===== src/rtl/pipelined_divider_core.sv =====
// Pipelined restoring divider: one quotient bit per slice, MSB first, with a
// register after every SLICES_PER_STAGE slices, a global stall and signed fix-up.
module pipelined_divider_core #(
    parameter int DIVIDENDLEN      = 16,
    parameter int DIVISORLEN       = 8,
    parameter int SLICES_PER_STAGE = 4,
    parameter int TAGW             = 4
) (
    input  logic                   i_clock,
    input  logic                   i_reset_n,
    input  logic                   i_in_valid,
    output logic                   o_in_ready,
    input  logic                   i_in_signed,
    input  logic [DIVIDENDLEN-1:0] i_dividend,
    input  logic [DIVISORLEN-1:0]  i_divisor,
    input  logic [TAGW-1:0]        i_in_tag,
    output logic                   o_out_valid,
    input  logic                   i_out_ready,
    output logic [DIVIDENDLEN-1:0] o_quotient,
    output logic [DIVISORLEN-1:0]  o_remainder,
    output logic                   o_dbz,
    output logic                   o_ovf,
    output logic [TAGW-1:0]        o_out_tag
);

    localparam int N   = DIVIDENDLEN;
    localparam int M   = DIVISORLEN;
    localparam int S   = SLICES_PER_STAGE;
    localparam int W   = N + M - 1;
    localparam int LAT = (N + S - 1) / S;
    localparam int L   = LAT - 1;

    logic                   r_outValid;
    logic [N-1:0]           r_outQuotient;
    logic [M-1:0]           r_outRemainder;
    logic                   r_outDbz;
    logic                   r_outOvf;
    logic [TAGW-1:0]        r_outTag;

    logic                   w_advance;

    logic                   w_aNeg;
    logic                   w_bNeg;
    logic                   w_inDbz;
    logic                   w_inOvf;
    logic [N-1:0]           w_aMag;
    logic [M-1:0]           w_bMag;

    // Values entering each stage: index 0 is the input port, index s>0 is stage s-1's register.
    logic [W-1:0]           w_stagePr    [LAT];
    logic [N-1:0]           w_stageQ     [LAT];
    logic [M-1:0]           w_stageDiv   [LAT];
    logic                   w_stageValid [LAT];
    logic                   w_stageNegQ  [LAT];
    logic                   w_stageNegR  [LAT];
    logic                   w_stageDbz   [LAT];
    logic                   w_stageOvf   [LAT];
    logic [TAGW-1:0]        w_stageTag   [LAT];

    logic [W-1:0]           w_prIn  [N];
    logic [W-1:0]           w_prOut [N];
    logic [N-1:0]           w_qIn   [N];
    logic [N-1:0]           w_qOut  [N];

    logic [N-1:0]           w_qMag;
    logic [M-1:0]           w_rMag;
    logic [N-1:0]           w_qFinal;
    logic [M-1:0]           w_rFinal;

    assign w_advance  = i_out_ready || !r_outValid;
    assign o_in_ready = w_advance;

    // Negating the most-negative value wraps to itself, which reads as unsigned 2^(N-1).
    always_comb begin
        w_aNeg  = i_in_signed && i_dividend[N-1];
        w_bNeg  = i_in_signed && i_divisor[M-1];
        w_aMag  = w_aNeg ? -i_dividend : i_dividend;
        w_bMag  = w_bNeg ? -i_divisor  : i_divisor;
        w_inDbz = (i_divisor == '0);
        w_inOvf = i_in_signed && (i_dividend == {1'b1, {(N-1){1'b0}}}) && (i_divisor == '1);
    end

    assign w_stagePr[0]    = W'(w_aMag);
    assign w_stageQ[0]     = '0;
    assign w_stageDiv[0]   = w_bMag;
    assign w_stageValid[0] = i_in_valid;
    assign w_stageNegQ[0]  = w_aNeg ^ w_bNeg;
    assign w_stageNegR[0]  = w_aNeg;
    assign w_stageDbz[0]   = w_inDbz;
    assign w_stageOvf[0]   = w_inOvf;
    assign w_stageTag[0]   = i_in_tag;

    generate
        for (genvar i = 0; i < N; i++) begin : gSlice
            localparam int STG = (N - 1 - i) / S;
            logic [W:0] w_diff;

            if (((N - 1 - i) % S) == 0) begin : gHead
                assign w_prIn[i] = w_stagePr[STG];
                assign w_qIn[i]  = w_stageQ[STG];
            end else begin : gChain
                assign w_prIn[i] = w_prOut[i+1];
                assign w_qIn[i]  = w_qOut[i+1];
            end

            // The extra top bit of the difference is the borrow of the trial subtraction.
            assign w_diff     = {1'b0, w_prIn[i]} - {1'b0, (W'(w_stageDiv[STG]) << i)};
            assign w_prOut[i] = w_diff[W] ? w_prIn[i] : w_diff[W-1:0];
            assign w_qOut[i]  = w_qIn[i] | (N'(!w_diff[W]) << i);
        end

        for (genvar s = 0; s < LAT - 1; s++) begin : gStage
            localparam int LO = N - (s + 1) * S;
            logic            r_valid;
            logic [W-1:0]    r_pr;
            logic [N-1:0]    r_q;
            logic [M-1:0]    r_div;
            logic            r_negQ;
            logic            r_negR;
            logic            r_dbz;
            logic            r_ovf;
            logic [TAGW-1:0] r_tag;

            always_ff @(posedge i_clock) begin
                if (!i_reset_n) begin
                    r_valid <= 1'b0;
                end else if (w_advance) begin
                    r_valid <= w_stageValid[s];
                    r_pr    <= w_prOut[LO];
                    r_q     <= w_qOut[LO];
                    r_div   <= w_stageDiv[s];
                    r_negQ  <= w_stageNegQ[s];
                    r_negR  <= w_stageNegR[s];
                    r_dbz   <= w_stageDbz[s];
                    r_ovf   <= w_stageOvf[s];
                    r_tag   <= w_stageTag[s];
                end
            end

            assign w_stagePr[s+1]    = r_pr;
            assign w_stageQ[s+1]     = r_q;
            assign w_stageDiv[s+1]   = r_div;
            assign w_stageValid[s+1] = r_valid;
            assign w_stageNegQ[s+1]  = r_negQ;
            assign w_stageNegR[s+1]  = r_negR;
            assign w_stageDbz[s+1]   = r_dbz;
            assign w_stageOvf[s+1]   = r_ovf;
            assign w_stageTag[s+1]   = r_tag;
        end
    endgenerate

    // After the last slice the partial remainder is below the divisor, so its low bits suffice.
    always_comb begin
        w_qMag   = w_qOut[0];
        w_rMag   = M'(w_prOut[0]);
        w_qFinal = w_stageNegQ[L] ? -w_qMag : w_qMag;
        w_rFinal = w_stageNegR[L] ? -w_rMag : w_rMag;
        if (w_stageDbz[L]) begin
            w_qFinal = '1;
            w_rFinal = '0;
        end
    end

    always_ff @(posedge i_clock) begin
        if (!i_reset_n) begin
            r_outValid     <= 1'b0;
            r_outQuotient  <= '0;
            r_outRemainder <= '0;
            r_outDbz       <= 1'b0;
            r_outOvf       <= 1'b0;
            r_outTag       <= '0;
        end else if (w_advance) begin
            r_outValid     <= w_stageValid[L];
            r_outQuotient  <= w_qFinal;
            r_outRemainder <= w_rFinal;
            r_outDbz       <= w_stageDbz[L];
            r_outOvf       <= w_stageOvf[L];
            r_outTag       <= w_stageTag[L];
        end
    end

    assign o_out_valid = r_outValid;
    assign o_quotient  = r_outQuotient;
    assign o_remainder = r_outRemainder;
    assign o_dbz       = r_outDbz;
    assign o_ovf       = r_outOvf;
    assign o_out_tag   = r_outTag;

endmodule


===== config.mk =====
export PLATFORM = sky130hd
export DESIGN_NAME = pipelined_divider_core
export DESIGN_NICKNAME = d
export VERILOG_FILES = /design/src/rtl/pipelined_divider_core.sv
export SDC_FILE = /design/constraint.sdc
export NUM_CORES = 1
export LEC_CHECK = 0
export ABC_AREA = 1
export CELL_PAD_IN_SITES_DETAIL_PLACEMENT = 0
export CELL_PAD_IN_SITES_GLOBAL_PLACEMENT = 2
export CORE_MARGIN = 4
export CORE_UTILIZATION = 40
export DETAILED_ROUTE_END_ITERATION = 16
export PLACE_DENSITY_LB_ADDON = 0.1
export SETUP_SLACK_MARGIN = 0.2
export SLEW_MARGIN = 10
export SYNTH_ARGS = -nofsm -noshare
export SYNTH_HDL_FRONTEND = slang
export SYNTH_SLANG_ARGS = --single-unit

===== constraint.sdc =====
create_clock -name i_clock -period 17.97 [get_ports i_clock]
set_input_delay 3.594 -clock i_clock [delete_from_list [all_inputs] [get_ports i_clock]]
set_output_delay 3.594 -clock i_clock [all_outputs]
set_load 0.02 [all_outputs]

**Yosys cells after proc, flatten, opt, wreduce, memory -nomap -nowiden**

Cells that the tools add are included.
Widths: inputs -> output; s select.

- $add $sub $neg: 20
- Multipliers: 0
- Divide/modulo/power cells: 0
- Order comparisons: 0
- Equality and inequality tests: 2
- Shift operators: 0
- Multiplexer cells: 22
- Bitwise logic cells: 16
- Reductions and logical operators: 24

Operator list:

| kind | count |
|---|---|
| $mux 23 | 15 |
| $mux 16 | 3 |
| $mux 8 | 4 |
| $neg 16->16 | 2 |
| $sub 16x23->24 | 1 |
| $sub 23x10->24 | 1 |
| $sub 23x11->24 | 1 |
| $sub 23x12->24 | 1 |
| $sub 23x13->24 | 1 |
| $sub 23x14->24 | 1 |
| $sub 23x15->24 | 1 |
| $sub 23x16->24 | 1 |
| $sub 23x17->24 | 1 |
| $sub 23x18->24 | 1 |
| $sub 23x19->24 | 1 |
| $sub 23x20->24 | 1 |
| $sub 23x21->24 | 1 |
| $sub 23x22->24 | 1 |
| $sub 23x8->24 | 1 |
| $sub 23x9->24 | 1 |
| $logic_not 1->1 | 17 |
| $eq 16x16->1 const B | 1 |
| $neg 8->8 | 2 |
| $or 16x1->16 | 1 |
| other kinds (20) | 23 |

- Register bits after elaboration: 199
- Bits in latches: 0
- RAM bits: 0
- Memory bits (read-only): 0
- Bits of input ports: 33
- Logic and storage cells: 117
- Memories kept: 0

**Depth between registers and ports, before layout**

- Depth in word-level cells: 12
- Depth in mapped cells: 70
- Depth with buffers taken out: 63

**Least setup slack after synthesis**

Ideal clock, no wire load.

- Path type: input port to flip-flop
- Start point: input i_dividend[1]
- End point: register gStage[0].r_pr[20], data pin
- Library setup time: 0.254 ns
- Arrival time: 10.605 ns
- Slack: 7.111 ns
- Stages: 52
- Path through: nor3_1 > and3_1 > nand4_1 > a21oi_1 > inv_1 > ha_1 > inv_1 > ha_1 > nand3_1 > nor3_1 > nand2_1 > o21ai_0 > ha_1 > nand3_1 > nand2_1 > a21oi_1 > o21bai_1 > nand2_1 > (+16 left out) > nand2_1 > nand2_1 > ha_1 > a21oi_1 > o21ai_0 > a21oi_1 > nor2_1 > nor2_1 > nor2_1 > o21ai_0 > nand2_1 > a211oi_1 > nand2_1 > nor2_1 > inv_2 > nand2_1 > xor2_1 > inv_1

RTL lines:

| what | RTL line | RTL |
|---|---|---|
| from (decl) | 14 | `input logic [DIVIDENDLEN-1:0] i_dividend,` |
| to (signal assigned) | 129 | `r_pr <= w_prOut[LO];` |
| to (decl) | 115 | `logic [W-1:0] r_pr;` |

==> metrics.md <==
| Metric | Value |
|---|---|
| Synth top area share | 26.0% |
| YS warnings | 0 |
| Most frequent cells after synthesis | 495 x nand2_1, 333 x inv_1, 199 x nor2_1, 154 x nand3_1, 145 x o21ai_0 |
| Post-Route WL | 40,000 um |
| Synthesized area | 0.0163 mm^2 |
| Height of the chip | about 210 um |
| Critical path data arrival time | 12.60 ns |
| R2r endpoint | o_quotient[14]$_SDFFE_PN0N_ |
| Fraction of layout cells with a size suffix above 1 | 6.81% |
| Element type at the critical path end | register |
| Critical Path Source Type | input pin |
| Final nets | 2,454 |
| Port bufs | 64 |
| Worst r2r path cells | between 50 and 60 |
| Most frequent cell after synthesis | nand2_1 |
| Vias/cell | 4.91 |
| Initial antenna violation count | 0 |
| Synth-to-layout area growth | 10.7% |
| Final setup fails | 0 |
| Worst Clk Skew | 0.0183 ns |
| Initial Util | between 40% and 50% |
| TritonRoute pass-1 iters | 5 |
| #FFs+latches synth | 175 |
| Design area | 0.0180 mm^2 |
| DRC Markers | 0 |
| HPWL Detailed | 33,400 um |
| Netlist cell types | 57 |
| Post-CTS Resized | 0 |
| Maximum clock insertion buffer count | 2 |
| Placed cell areas | 0.0174 mm^2 |
| WHS Path Cells | 0 |
| Post-synth EDFFs | approximately 140 |
| Worst relative slew slack | 38.7% |
| R2r setup slk | 6.67 ns |
| Largest net degree at the start of global routing | 72 |
| Clk root buf | clkbuf_16 |
| Ys flop type | edfxtp_1 |
| Reg2reg start | gStage[2].r_div[1]$_DFFE_PP_ |
| Final period util | approximately 69% |
| Clk_lat worst skew | about 0.45 ns |
| Avg Cell Area, Syn | 7.32 um^2 |
| Slowest cell delay on critical path | 0.66 ns |
| # Post-CTS Setup Buffers | 0 |
| Hold crit path type | register to register |
| Die Width | 210 um |
| Diode count | 0 |
| Unrepaired setup endpoints after global routing | no |
| Max Clock Freq | between 80 and 90 MHz |
| Final core area utilization | 45.1% |
| Iteration-0 DRC Markers | 669 |
| Slew at the pin with the worst max-slew slack | 0.919 ns |
| Max Cap Viol | 0 |
| CTS sink cnt | 175 |
| CTS hold repair buffers | 0 |
| Cell count after synthesis | 2,226 |
| CTS H-tree lvls | 4 |
| Most frequent CP cell | nand2_1 |
| Post-DRT Antenna Nets | 0 |
| CP required | 18.14 ns |
| Vias in the first global route | 13,416 |
| CTS Buf Count | 17 |
| Register area share after synthesis | 30.2% |
| Top cells by area, synth | edfxtp_1 26%, nand2_1 11%, ha_1 9.8% |
| Final hold viol count | 0 |
| GRT Total Usage | approximately 18% |
| Std cell rows | 73 |
| TritonCTS clock tree | done |
| Clk slew on worst S/H paths | 0.07 ns |
| Wire length per cell | roughly 14 um |
| Final min period | 12.42 ns |
| Status | finished, final reports clean |
| Core box area | around 0.040 mm^2 |
| First-pass GRT wire length | between 60,000 and 70,000 um |
| Routed via count | 13,826 |
| Leading area contributor after synthesis | edfxtp_1 |
| Post-route setup TNS | 0 ns |
| Io pins | 65 |
| Slowest stage cell, crit path | nor2_1 |
| Hold Startpoint | gStage[0].r_q[12]$_DFFE_PP_ |
| Gpl congestion | 0.834 |
| GRT overflow | 0 |
| Slew Limit Fails | 0 |
| Hold Path Sink | gStage[1].r_q[12]$_DFFE_PP_ |
| Fill cells | 4,089 |
| CP Class | input pin to register |
| Crit-path max FO | 16 |
| Die area | 0.0440 mm^2 |
| Min Hold Slack | approximately 0.42 ns |
| Async S/R FF share, synth | 0% |
==> critical path: cells and delay by family <==
kind            cells  cell delay, ns
buf+inv             6            1.01
mux                 1            0.20
compound gates     15            2.75
fa+ha+maj           5            1.41
simple gates       25            3.57
xor+xnor            1            0.07
==> stage by stage <==
stage | std cells | setup slack (ns)
global placement | 2785 | 5.20
floorplan | 2228 | 7.11
finish | 2817 | 5.55
global route | 2817 | 4.29
CTS | 2817 | 5.47
detailed placement | 2785 | 5.03
==> final cells by class <==
cell class                 instances  area (um^2)  share of cell area [%]
sequential                       175         4910                    27.3
inverter                         354         1330                    7.37
timing repair buffer              68          671                    3.72
clock buffer                      17          425                    2.36
multi-input combinational       1663         9820                    54.4
tap                              525          657                    3.64
clock inverter                    15          219                    1.21
==> registers in the layout, summed over array words and instances, names as in the netlist, 4 cells and up <==
signal and count:
gStage.r_div 24, gStage.r_pr 69, o_remainder 8, o_out_tag 4, gStage.r_tag 12, o_quotient 16
gStage.r_q 24
==> worst max path at each step <==
stage                  start                      endpoint
4_1_cts        i_dividend[0]  gStage[0].r_pr[22]$_DFFE_PP_
5_1_grt        i_dividend[0]  gStage[0].r_pr[22]$_DFFE_PP_
3_3_place_gp   i_dividend[0]  gStage[0].r_pr[22]$_DFFE_PP_
2_1_floorplan  i_dividend[1]  gStage[0].r_pr[20]$_DFFE_PP_
6_report       i_dividend[0]  gStage[0].r_pr[22]$_DFFE_PP_
3_5_place_dp   i_dividend[0]  gStage[0].r_pr[22]$_DFFE_PP_
==> kinds of logic after synthesis <==
group / count (synthesis) / share of synthesized area [%]
AO/OA/AOI/OAI: 333 / 11.2
buffers and inverters: 390 / 9.66
multiplexers: 2 / 0.123
adder cells (fa/ha/maj): 142 / 11.6
AND/OR/NAND/NOR: 1047 / 29.9
XOR/XNOR: 136 / 7.31
other: 1 / 0.0230
flip-flops: 175 / 30.2
==> cell usage in the layout (no fill, tap or decap), types with 34 or more instances in the layout <==
cell type / count
o21ai_0: 145
xnor2_1: 51
nand3_1: 154
a21oi_1: 117
xor2_1: 85
clkdlybuf4s50_1: 64
inv_1: 333
nand2_1: 495
edfxtp_1: 141
ha_1: 127
nand4_1: 41
dfxtp_1: 34
nor2_1: 198
==> layer usage <==
metal	global-route usage (%)	up-vias	part of all wire [%]	wire [um]
li1	-	7431	-	-
met2	33.1	119	50	20000
met4	4.28	0	1.5	601
met5	0	-	0	0
met1	23.3	6239	47	18800
met3	1.96	37	1.5	585
Power is not shown: default switching activity piles up to over one toggle a cycle in this logic, so the estimate is an artifact.
